$ cat src/rtl/map_read_arbiter.sv
// Round-robin arbiter sharing one map block-memory read port between characters.
// Three row reads per grant build {Left,Down,Up,Right}; WRAP_TUNNEL_EN opens column edges.
module map_read_arbiter #(
   parameter int N_REQ    = 5,
   parameter int MAP_COLS = 80,
   parameter int MAP_ROWS = 60,
   parameter int MEM_LAT  = 1
) (
   input  logic                  clk,
   input  logic                  rst,
   input  logic [N_REQ-1:0]      req,
   input  logic [7*N_REQ-1:0]    req_x,
   input  logic [6*N_REQ-1:0]    req_y,
   output logic [N_REQ-1:0]      ack,
   output logic [3:0]            moves,
   output logic                  busy,
   output logic [5:0]            mem_addr,
   output logic                  mem_en,
   input  logic [MAP_COLS-1:0]   mem_dout
);

   localparam int IW = (N_REQ > 1) ? $clog2(N_REQ) : 1;
   localparam int CW = (MEM_LAT > 1) ? $clog2(MEM_LAT) : 1;

   typedef enum logic [2:0] {
      S_IDLE,
      S_RD_ABOVE,
      S_RD_SAME,
      S_RD_BELOW,
      S_WAIT,
      S_DONE
   } state_t;

   typedef enum logic [1:0] {
      T_NONE,
      T_ABOVE,
      T_SAME,
      T_BELOW
   } tag_t;

   state_t        state_q, state_d;
   logic [IW-1:0] rr_q, rr_d;
   logic [IW-1:0] win_q, win_d;
   logic [6:0]    x_q, x_d;
   logic [5:0]    y_q, y_d;
   logic          ok_q, ok_d;
   logic [CW-1:0] cnt_q, cnt_d;
   logic          up_q, up_d;
   logic          down_q, down_d;
   logic          left_q, left_d;
   logic          right_q, right_d;
   tag_t          tag_q [MEM_LAT];
   tag_t          tag_d;

   logic          found;
   logic [IW-1:0] pick;
   logic [6:0]    px;
   logic [5:0]    py;
   logic [6:0]    xl;
   logic [6:0]    xr;
   logic          left_same;
   logic          right_same;

   // First requester at or after rr_q, wrapping modulo N_REQ.
   always_comb begin
      int idx;
      found = 1'b0;
      pick  = '0;
      idx   = 0;
      for (int k = 0; k < N_REQ; k++) begin
         idx = (int'(rr_q) + k) % N_REQ;
         if (!found && req[idx]) begin
            found = 1'b1;
            pick  = IW'(idx);
         end
      end
   end

   always_comb begin
      int pi;
      pi = int'(pick);
      px = req_x[7*pi +: 7];
      py = req_y[6*pi +: 6];
   end

   // Neighbour columns clamped so no index leaves the word.
   assign xl = (x_q == 7'd0) ? 7'd0 : x_q - 7'd1;
   assign xr = (x_q >= 7'(MAP_COLS-1)) ? x_q : x_q + 7'd1;

`ifdef WRAP_TUNNEL_EN
   assign left_same  = (x_q == 7'd0) ? 1'b1 : mem_dout[xl];
   assign right_same = (x_q >= 7'(MAP_COLS-1)) ? 1'b1 : mem_dout[xr];
`else
   assign left_same  = (x_q == 7'd0) ? 1'b0 : mem_dout[xl];
   assign right_same = (x_q >= 7'(MAP_COLS-1)) ? 1'b0 : mem_dout[xr];
`endif

   always_comb begin
      state_d  = state_q;
      rr_d     = rr_q;
      win_d    = win_q;
      x_d      = x_q;
      y_d      = y_q;
      ok_d     = ok_q;
      cnt_d    = cnt_q;
      up_d     = up_q;
      down_d   = down_q;
      left_d   = left_q;
      right_d  = right_q;
      tag_d    = T_NONE;
      mem_en   = 1'b0;
      mem_addr = 6'd0;
      ack      = '0;
      moves    = 4'b0000;
      busy     = (state_q != S_IDLE);

      unique case (state_q)
         S_IDLE: begin
            if (found) begin
               state_d = S_RD_ABOVE;
               win_d   = pick;
               rr_d    = (int'(pick) == N_REQ-1) ? '0 : pick + 1'b1;
               x_d     = px;
               y_d     = py;
               ok_d    = (int'(px) < MAP_COLS) && (int'(py) < MAP_ROWS);
               up_d    = 1'b0;
               down_d  = 1'b0;
               left_d  = 1'b0;
               right_d = 1'b0;
            end
         end
         S_RD_ABOVE: begin
            state_d = S_RD_SAME;
            if (ok_q && y_q != 6'd0) begin
               mem_en   = 1'b1;
               mem_addr = y_q - 6'd1;
               tag_d    = T_ABOVE;
            end
         end
         S_RD_SAME: begin
            state_d = S_RD_BELOW;
            if (ok_q) begin
               mem_en   = 1'b1;
               mem_addr = y_q;
               tag_d    = T_SAME;
            end
         end
         S_RD_BELOW: begin
            state_d = S_WAIT;
            cnt_d   = CW'(MEM_LAT-1);
            if (ok_q && y_q != 6'(MAP_ROWS-1)) begin
               mem_en   = 1'b1;
               mem_addr = y_q + 6'd1;
               tag_d    = T_BELOW;
            end
         end
         S_WAIT: begin
            if (cnt_q == '0) state_d = S_DONE;
            else cnt_d = cnt_q - 1'b1;
         end
         S_DONE: begin
            state_d    = S_IDLE;
            ack[win_q] = 1'b1;
            moves      = {left_q, down_q, up_q, right_q};
         end
         default: state_d = S_IDLE;
      endcase

      // Row word returns MEM_LAT cycles after its read cycle.
      unique case (tag_q[MEM_LAT-1])
         T_ABOVE: up_d   = mem_dout[x_q];
         T_BELOW: down_d = mem_dout[x_q];
         T_SAME: begin
            left_d  = left_same;
            right_d = right_same;
         end
         default: ;
      endcase
   end

   always_ff @(posedge clk) begin
      if (rst) begin
         state_q <= S_IDLE;
         rr_q    <= '0;
         win_q   <= '0;
         x_q     <= '0;
         y_q     <= '0;
         ok_q    <= 1'b0;
         cnt_q   <= '0;
         up_q    <= 1'b0;
         down_q  <= 1'b0;
         left_q  <= 1'b0;
         right_q <= 1'b0;
         for (int k = 0; k < MEM_LAT; k++) tag_q[k] <= T_NONE;
      end else begin
         state_q  <= state_d;
         rr_q     <= rr_d;
         win_q    <= win_d;
         x_q      <= x_d;
         y_q      <= y_d;
         ok_q     <= ok_d;
         cnt_q    <= cnt_d;
         up_q     <= up_d;
         down_q   <= down_d;
         left_q   <= left_d;
         right_q  <= right_d;
         tag_q[0] <= tag_d;
         for (int k = 1; k < MEM_LAT; k++) tag_q[k] <= tag_q[k-1];
      end
   end

endmodule

$ cat config.mk
export PLATFORM = sky130hd
export DESIGN_NAME = map_read_arbiter
export DESIGN_NICKNAME = d
export VERILOG_FILES = /design/src/rtl/map_read_arbiter.sv
export SDC_FILE = /design/constraint.sdc
export NUM_CORES = 1
export LEC_CHECK = 0
export CORE_UTILIZATION = 45
export DETAILED_ROUTE_END_ITERATION = 10
export PLACE_DENSITY = 0.85
export SETUP_SLACK_MARGIN = 0.05
export SLEW_MARGIN = 15
export SYNTH_ARGS = -nofsm -noshare
export SYNTH_HDL_FRONTEND = slang
export SYNTH_SLANG_ARGS = --single-unit
$ cat constraint.sdc
create_clock -name clk -period 5.1 [get_ports clk]
set_input_delay 0.765 -clock clk [delete_from_list [all_inputs] [get_ports clk]]
set_output_delay 0.765 -clock clk [all_outputs]
set_load 0.02 [all_outputs]
## Word-level counts from Yosys, hierarchy flattened

Memories as Yosys holds them, arrays and structs flattened.
Cells that the tools add are included.

| storage, ports and cells | value |
|---|---|
| memory bits (writable) | 2 |
| bits in registers | 28 |
| input bits | 152 |
| word-level logic and storage cells | 153 |
| memories | 1 |

| cells by class | value |
|---|---|
| shift operators | 2 |
| add/subtract/negate cells | 10 |
| div/mod/pow operators | 5 |
| muxes and demuxes | 68 |
| reductions and logical operators | 29 |
| $lt $le $gt $ge | 13 |
| $mul | 2 |
| equality and inequality tests | 12 |

Memory list:

| memory | depth | bits a word | rd ports | clocked after memory_dff | wr ports | RTL line | source |
|---|---|---|---|---|---|---|---|
| tag_q | 1 | 2 | 1 | 0 | 1 | 52 | `tag_t tag_q [MEM_LAT];` |

Operators with widths:

| cell | number |
|---|---|
| 32-bit by 5-bit < comparator with 1-bit output (second input constant) | 5 |
| 32-bit by 4-bit remainder unit with 32-bit output (second input constant) | 4 |
| 1-bit two-way mux | 36 |
| 35-bit by 7-bit indexed part select with 7-bit output | 1 |
| 4-bit by 4-bit remainder unit with 32-bit output (second input constant) | 1 |
| 30-bit by 7-bit indexed part select with 6-bit output | 1 |
| 7-bit by 8-bit < comparator with 1-bit output (second input constant) | 3 |
| 3-bit two-way mux | 8 |
| 1-bit binary-select mux with 7-bit select | 3 |
| 6-bit two-way mux | 3 |
| 6-bit case mux with 3 select lines | 1 |
| 1-bit binary-select mux with 3-bit select | 5 |
| 3-bit case mux with 5 select lines | 1 |
| 7-bit two-way mux | 2 |
| 2-bit nonzero test | 7 |
| 2-bit AND reduction | 5 |
| 3-bit == test (second input constant) | 3 |
| 3-bit by 2-bit adder with 4-bit output (second input constant) | 2 |
| 1-bit logical AND | 8 |
| 7-bit by 1-bit adder with 7-bit output (second input constant) | 1 |
| 7-bit >= comparator (second input constant) | 1 |
| 7-bit zero test | 1 |
| 7-bit < comparator (second input constant) | 1 |
| 7-bit by 1-bit subtractor with 7-bit output (second input constant) | 1 |
| 29 further kinds | 37 |

## Longest topological paths before layout

Gate-level depths: netlist (run 1).

| depth | value |
|---|---|
| depth after elaboration | 21 |
| gate-level depth with buffers | 24 |

## Least setup slack after synthesis (run 1)

No wires, ideal clock.

| path | value |
|---|---|
| kind | register to register |
| from | register rr_q[0] |
| to | register rr_q[2] |
| library setup time | 0.091 ns |
| stages on the path, launching flop included | 23 |
| slack | -0.083 ns |
| clock period less this slack | 5.183 ns |
| arrival | 5.092 ns |
| buffers on the path | 4 |
| required time | 5.009 ns |
| cells stage by stage | dfxtp_1 > buf_4 > inv_1 > ha_1 > inv_1 > ha_1 > inv_1 > ha_1 > a221o_1 > a21o_1 > ha_1 > mux4_2 > a31oi_1 > a22oi_1 > or2_2 > a211oi_1 > nor2_1 > buf_4 > buf_6 > buf_6 > ha_1 > or3_1 > a311oi_1 |

| on the way | value |
|---|---|
| cells in the longest elaborated chain, start to end | 19 |

Ends and longest elaborated chain:

| item | RTL line | source |
|---|---|---|
| from (decl) | 42 | `logic [IW-1:0] rr_q, rr_d;` |
| from (signal assigned) | 197 | `rr_q <= rr_d;` |
| branches (longest 19 deep; another with 32-bit by 4-bit remainder unit with 32-bit output) | -- |  |

Parallel ways; which one is timed is not known. The select of a mux whose other input is x is not followed.
A chain may end at the register's enable or synchronous reset.

## Final worst setup path (run 1)

| path | value |
|---|---|
| from | register rr_q[0] |
| to | register ok_q |

| on the way | value |
|---|---|
| cells in the longest elaborated chain, start to end | 21 |

Ends and longest elaborated chain:

| item | RTL line | source |
|---|---|---|
| branches (longest 21 deep; another with 32-bit by 4-bit remainder unit with 32-bit output) | -- |  |
| to (signal assigned) | 201 | `ok_q <= ok_d;` |
| to (decl) | 46 | `logic ok_q, ok_d;` |

Parallel ways; which one is timed is not known. The select of a mux whose other input is x is not followed.

==> results of run 1 <==
==> worst reg2reg max path, cell delays in order, from the launching register on <==
cell,delay [ns]
dfxtp_2,0.33
clkinvlp_4,0.07
ha_2,0.21
inv_1,0.06
ha_1,0.30
inv_1,0.07
ha_1,0.26
a221o_1,0.35
a21o_1,0.26
ha_4,0.31
mux4_2,0.30
a31oi_1,0.18
a22oi_1,0.15
or2_2,0.37
a211oi_2,0.29
nor2_4,0.08
buf_4,0.15
buf_4,0.15
mux2i_1,0.11
a221o_1,0.38
nor3b_2,0.20
a221oi_2,0.08
==> logic make-up (layout without fill, tap and decap cells) <==
logic type / Yosys count / in the layout / synth area share
adder cells (fa/ha/maj): 32 / 32 / 0.0679
AO/OA/AOI/OAI: 185 / 185 / 0.230
buffers and inverters: 82 / 237 / 0.0651
AND/OR/NAND/NOR: 228 / 228 / 0.197
XOR/XNOR: 17 / 17 / 0.0284
flip-flops: 29 / 29 / 0.0984
multiplexers: 115 / 115 / 0.313
==> area by class of cell <==
cell class	instances	area (um^2)	area share
Multi-Input combinational cell	577	5010	0.622
Clock inverter	1	30.0	0.00373
Sequential cell	29	584	0.0725
Inverter	26	114	0.0141
Timing Repair Buffer	203	1960	0.243
Tap cell	172	215	0.0267
Clock buffer	7	143	0.0177
==> synthesized netlist by cell type (8+ instances only) <==
cell type and count:
nand3_1 15, mux4_2 54, a22oi_1 14, nor2_1 57, a211oi_1 36, clkbuf_1 27, nor3_1 18, nand2_1 54
and3_1 10, a21o_1 9, inv_1 24, a221oi_1 15, buf_2 12, ha_1 32, dfxtp_1 29, mux2i_1 52
nor2b_1 18, o21ai_0 8, buf_1 9, a311oi_1 10, xnor2_1 12, a21oi_1 42
==> stage by stage <==
stage          setup WS (ns)   util
3_5_place_dp           0.150  0.613
4_1_cts                0.123  0.626
5_1_grt              0.00604  0.633
2_1_floorplan         0.0580      -
3_3_place_gp           0.250  0.613
6_report               0.269  0.633
==> layer usage <==
layer | wire, um | global-route usage | vias to the layer above
li1 | - | - | 3000
met1 | 7910 | 0.373 | 3055
met2 | 9230 | 0.489 | 442
met3 | 2210 | 0.0535 | 46
met4 | 369 | 0.0718 | 0
met5 | 0 | 0 | -
==> sequential cells by signal, indices dropped and copies added, names as in the netlist, 2 cells and up <==
signal	count
rr_q	3
state_q	3
tag_q	2
win_q	3
x_q	7
y_q	6
==> timing repair <==
item                       in CTS  in global routing
resized for setup               0                 13
setup endpoints to repair       0                 19
setup buffers                   0                  5
==> path summary, 6_finish.rpt <==
path / start / to / slack, ns / depth (start not counted)
worst max-delay path: rr_q[0] / ok_q / 0.27 / 21
worst min-delay path: right_q / right_q / 0.52 / 2
worst max register to register: rr_q[0] / ok_q / 0.27 / 21
worst min register to register: right_q / right_q / 0.52 / 2
==> power groups by stage <==
| stage | sequential [uW] | combinational, uW | clock (uW) |
|---|---|---|---|
| floorplan | 358 | 3700 | 0 |
| global placement | 435 | 4630 | 0 |
| detailed placement | 436 | 4720 | 0 |
| CTS | 433 | 4750 | 348 |
| global route | 451 | 5380 | 361 |
| finish | 438 | 4990 | 344 |
==> summary.txt, run 1 <==
Setup path
  – Slowest CP cell: a221o_1
  – WP data required: 5.20 ns
  – Cells along the critical path: clkinvlp_4, ha_2, inv_1, ha_1, inv_1, ha_1, a221o_1, a21o_1, ha_4, mux4_2, a31oi_1, a22oi_1, or2_2, a211oi_2, nor2_4, buf_4, buf_4, mux2i_1, a221o_1, nor3b_2, a221oi_2
  – CP endpoint kind: register
  – Crit path max fanout: 6
  – Arrival time worst endpoint: 4.93 ns
  – Family with the most delay on the worst path: compound AO/OA/AOI/OAI gates
  – Worst Path Buf+Inv: 5
  – Startpoint type of the worst setup path: register
  – Crit path kind: register to register
  – CP peak stage delay: 0.38 ns

Power and ir drop
  – Clock share of power: 0.060
  – Peak supply drop: 359 uV
  – Logic pwr share: 0.864
  – P_sw: 2880 uW
  – PwrDens: 716 nW/um^2
  – Power, Total: 5770 uW
  – P_int: 2880 uW
  – Pleak: 0.00309 uW
  – Switching Share: 0.500
  – Sequential Power Share: 0.076

Synth
  – Area of the mapped netlist: 5900 um^2
  – Synthesized flop and latch total: 29
  – Synth Warn #: 0
  – Async SR Flop Fraction: 0
  – Largest cells by area after synthesis: mux4_2, dfxtp_1, mux2i_1, ha_1, a211oi_1
  – Post-Syn Area per Cell: 8.58 um^2
  – Top FF cell, synth: dfxtp_1
  – Synth cell types: 74
  – Post-Syn Nets: 872
  – Yosys top cell area share: 0.206
  – Mapped Cells: 688
  – Number of flops mapped to enable cells by yosys: 0
  – Sequential area share after synthesis: 0.0984
  – Largest area contributor in the netlist: mux4_2

Global route
  – Antenna violations before repair: 0
  – Largest net degree at the start of global routing: 39
  – GRT Util Overall: 0.287
  – Number of global-route vias before repair: 6067
  – Gr ovfl total: 0
  – First-pass GRT wire length: 30.4 mm

STA
  – Worst Clk Skew: 0.00800 ns
  – Least-Margin Pin Slew: 1.13 ns
  – Max frequency: 0.207 GHz
  – Period utilization: 0.947
  – Slew Limit Fails: 0
  – Final min period: 4.83 ns
  – Hold Fails Final Rpt: 0
  – Slew headroom: 0.241
  – RSZ-0062 raised after global routing: no
  – Final TNS setup: 0 ns
  – Hold_ws: 0.517 ns
  – Setup violators final: 0

Die
  – Rows: 41
  – Die Ht: 117 um
  – Width of the die: 117 um
  – Core area: 12700 um^2
  – Die area: 13600 um^2
  – IO Pins: 169
  – Initial core utilization: 0.464

Final layout
  – Final nets: 1026
  – FILL cells: 1109
  – Share of layout cells above drive strength 1: 0.168
  – Most frequent cells in the layout: clkdlybuf4s50_1, nor2_1, nand2_1, mux4_2, mux2i_1
  – Finished layout cell area: 8060 um^2
  – Area delta synth->final: 36.5%
  – Non-Filler Instances: 1015
  – Ant diodes: 0
  – Commonest non-fill, non-tap cell in the layout: clkdlybuf4s50_1

Clock tree
  – CTS tree: yes
  – Worst-path clk slew: 0.05 ns
  – Max clock buf depth: 2
  – Clock Sinks: 29
  – Hold buffer count at cts: 0
  – H-tree lvl count: 2
  – Clock Latency Late Sink: 0.28 ns
  – CTS root buffer: clkbuf_16
  – Num CTS Buffers: 5

Detailed routing
  – First-pass DRT Iterations: 5
  – Iteration-0 DRC Markers: 630
  – Via density: 6.45
  – Post-Route WL: 19.7 mm
  – DRC: 0
  – DR WL/cell: 19.4 um
  – DR vias: 6543
  – DRT antenna net count: 0

Min path
  – Hold Path Class: register to register

Placement
  – Port Buf Inserts: 168
  – Placed Area: 7800 um^2
  – DPL Wire Length: 15.4 mm
  – Placed insts: 1002
  – Final GP Congestion: 0.967

Outcome
  – Status: finished clean

Flow run
  – Maxcap violations: 0
(Power assumes the default switching activity.)
==> run 2, diff against run 1 <==
Settings changed: CORE_MARGIN set to 2, GPL_ROUTABILITY_DRIVEN set to 1.
==> run 2 against run 1 <==
Via count shrank 1.4%; largest power group unchanged; sequential cell count is the same; fmax is essentially flat; cell area shrank 0.37%; non-clock buffer count grew 1; worst setup slack gained 0.0016 ns; first-iteration DRC count shrank 7.5%.
==> summary.txt, run 2 (synthesized netlist as in run 1, its figures left out) <==
Detailed routing
  – Post-Route WL: 19.4 mm
  – DRC: 0
  – DR vias: 6453
  – DRT antenna net count: 0
  – Via density: 6.35
  – Iteration-0 DRC Markers: 583
  – DR WL/cell: 19.1 um
  – First-pass DRT Iterations: 5

Power and ir drop
  – Switching Share: 0.508
  – Sequential Power Share: 0.080
  – Peak supply drop: 316 uV
  – Logic pwr share: 0.870
  – P_sw: 2870 uW
  – P_int: 2780 uW
  – PwrDens: 704 nW/um^2
  – Pleak: 0.00307 uW
  – Clock share of power: 0.051

STA
  – Max frequency: 0.207 GHz
  – Setup violators final: 0
  – RSZ-0062 raised after global routing: no
  – Min setup slack post-route: 0.271 ns
  – Least-Margin Pin Slew: 1.09 ns
  – Slew Limit Fails: 0
  – Hold_ws: 0.515 ns
  – Period utilization: 0.947
  – Final min period: 4.83 ns
  – Slew headroom: 0.269
  – Hold Fails Final Rpt: 0
  – Final TNS setup: 0 ns
  – Worst Clk Skew: 0.00671 ns

Placement
  – Final GP Congestion: 0.915
  – Port Buf Inserts: 168
  – DPL Wire Length: 15.3 mm
  – Pre-CTS setup slack: 0.203 ns

Setup path
  – Startpoint type of the worst setup path: register
  – Reg2reg setup slack: 0.27 ns
  – CP peak stage delay: 0.36 ns
  – WP data required: 5.27 ns
  – Cells along the critical path: clkinvlp_4, ha_2, inv_1, ha_1, inv_1, ha_2, a221o_1, a21o_1, ha_1, mux4_2, a31oi_2, a22oi_2, or2_2, a211oi_2, nor2_4, buf_4, buf_4, ha_1, or3_1, a311oi_1
  – Arrival time worst endpoint: 5.00 ns
  – FF-to-FF End: rr_q[2]
  – CP endpoint kind: register
  – R2R Path Start: rr_q[0]
  – Crit path kind: register to register
  – Slowest CP cell: or2_2
  – Crit-path most repeated cell: ha_1
  – Crit path max fanout: 11
  – Reg2reg path depth: 20

Global route
  – First-pass GRT wire length: 31.7 mm
  – Gr ovfl total: 0
  – Antenna violations before repair: 0
  – Largest net degree at the start of global routing: 39
  – Number of global-route vias before repair: 6225
  – GRT Util Overall: 0.272

Die
  – Die Ht: 119 um
  – Initial core utilization: 0.464
  – Width of the die: 119 um
  – IO Pins: 169
  – Die area: 14000 um^2
  – Core area: 12700 um^2
  – Rows: 41

Min path
  – HP Start: right_q
  – Hold Path Class: register to register
  – Worst Hold End: right_q
  – Hold depth: 2

Final layout
  – Most frequent cells in the layout: clkdlybuf4s50_1, nor2_1, nand2_1, mux4_2, mux2i_1
  – Biggest register: x_q
  – Final nets: 1027
  – Ant diodes: 0
  – Area delta synth->final: 36.0%
  – Max reg flops: 7
  – Commonest non-fill, non-tap cell in the layout: clkdlybuf4s50_1
  – Largest regs: x_q x7, y_q x6
  – Share of layout cells above drive strength 1: 0.172

Clock tree
  – Max clock buf depth: 2
  – Clock Latency Late Sink: 0.28 ns
  – Num CTS Buffers: 5
  – Worst-path clk slew: 0.06 ns
  – CTS tree: yes
  – Clock Sinks: 29
  – CTS root buffer: clkbuf_16
  – H-tree lvl count: 2

Flow run
  – Maxcap violations: 0

Outcome
  – Status: finished clean
[run 2: worst max-delay path, delay by kind of cell, from the launching register on]
family	cells	cell delay, ns
mux	1	0.34
fa+ha+maj	5	1.30
simple gates	3	0.83
flops	1	0.33
buf+inv	5	0.56
compound gates	6	1.34
[run 2: layout make-up]
type	count	area [um^2]
sequential	29	584
timing repair buffer	204	1950
multi-input combinational	577	5020
fill	1085	4700
inverter	26	114
clock buffer	5	125
tap	172	215
clock inverter	3	17.5
[run 2: what timing repair did]
action / in CTS / in global routing
endpoints found under the hold margin: 0 / 0
endpoints found under the setup margin: 0 / 13
setup buffers: 0 / 5
gates resized for setup: 0 / 12
hold buffers: 0 / 0
[run 2: how the worst max path moves through the flow]
| stage | from | end | slack, ns | cells past startpoint |
|---|---|---|---|---|
| 2_1_floorplan | rr_q[0] | rr_q[2] | 0.06 | 21 |
| 3_3_place_gp | rr_q[2] | ok_q | 0.32 | 22 |
| 3_5_place_dp | rr_q[0] | ok_q | 0.20 | 20 |
| 4_1_cts | rr_q[0] | ok_q | 0.19 | 20 |
| 5_1_grt | rr_q[1] | ok_q | 0.04 | 20 |
| 6_report | rr_q[0] | rr_q[2] | 0.27 | 20 |
[run 2: power by group through the flow]
stage | registers (uW) | clock network (uW) | logic (uW)
after floorplan | 358 | 0 | 3700
after global placement | 448 | 0 | 4580
after detailed placement | 449 | 0 | 4660
after CTS | 445 | 289 | 4680
after global routing | 466 | 293 | 5350
final | 450 | 287 | 4910
[run 2: routing by layer]
layer	vias to the layer above	share of wire	track usage
met4	0	0.026	0.0729
met2	392	0.45	0.438
met3	40	0.10	0.0492
li1	3002	-	-
met5	-	0	0
met1	3019	0.42	0.374
[run 2: metrics by stage]
stage          utilization  instance area [um^2]  total power (uW)  instances
5_1_grt              0.631                  8030              6110       1016
6_report             0.631                  8030              5650       1016
3_5_place_dp         0.612                  7790              5110       1003
3_3_place_gp         0.612                  7790              5020       1003
2_1_floorplan            -                  5910              4060        688
4_1_cts              0.624                  7930              5410       1011
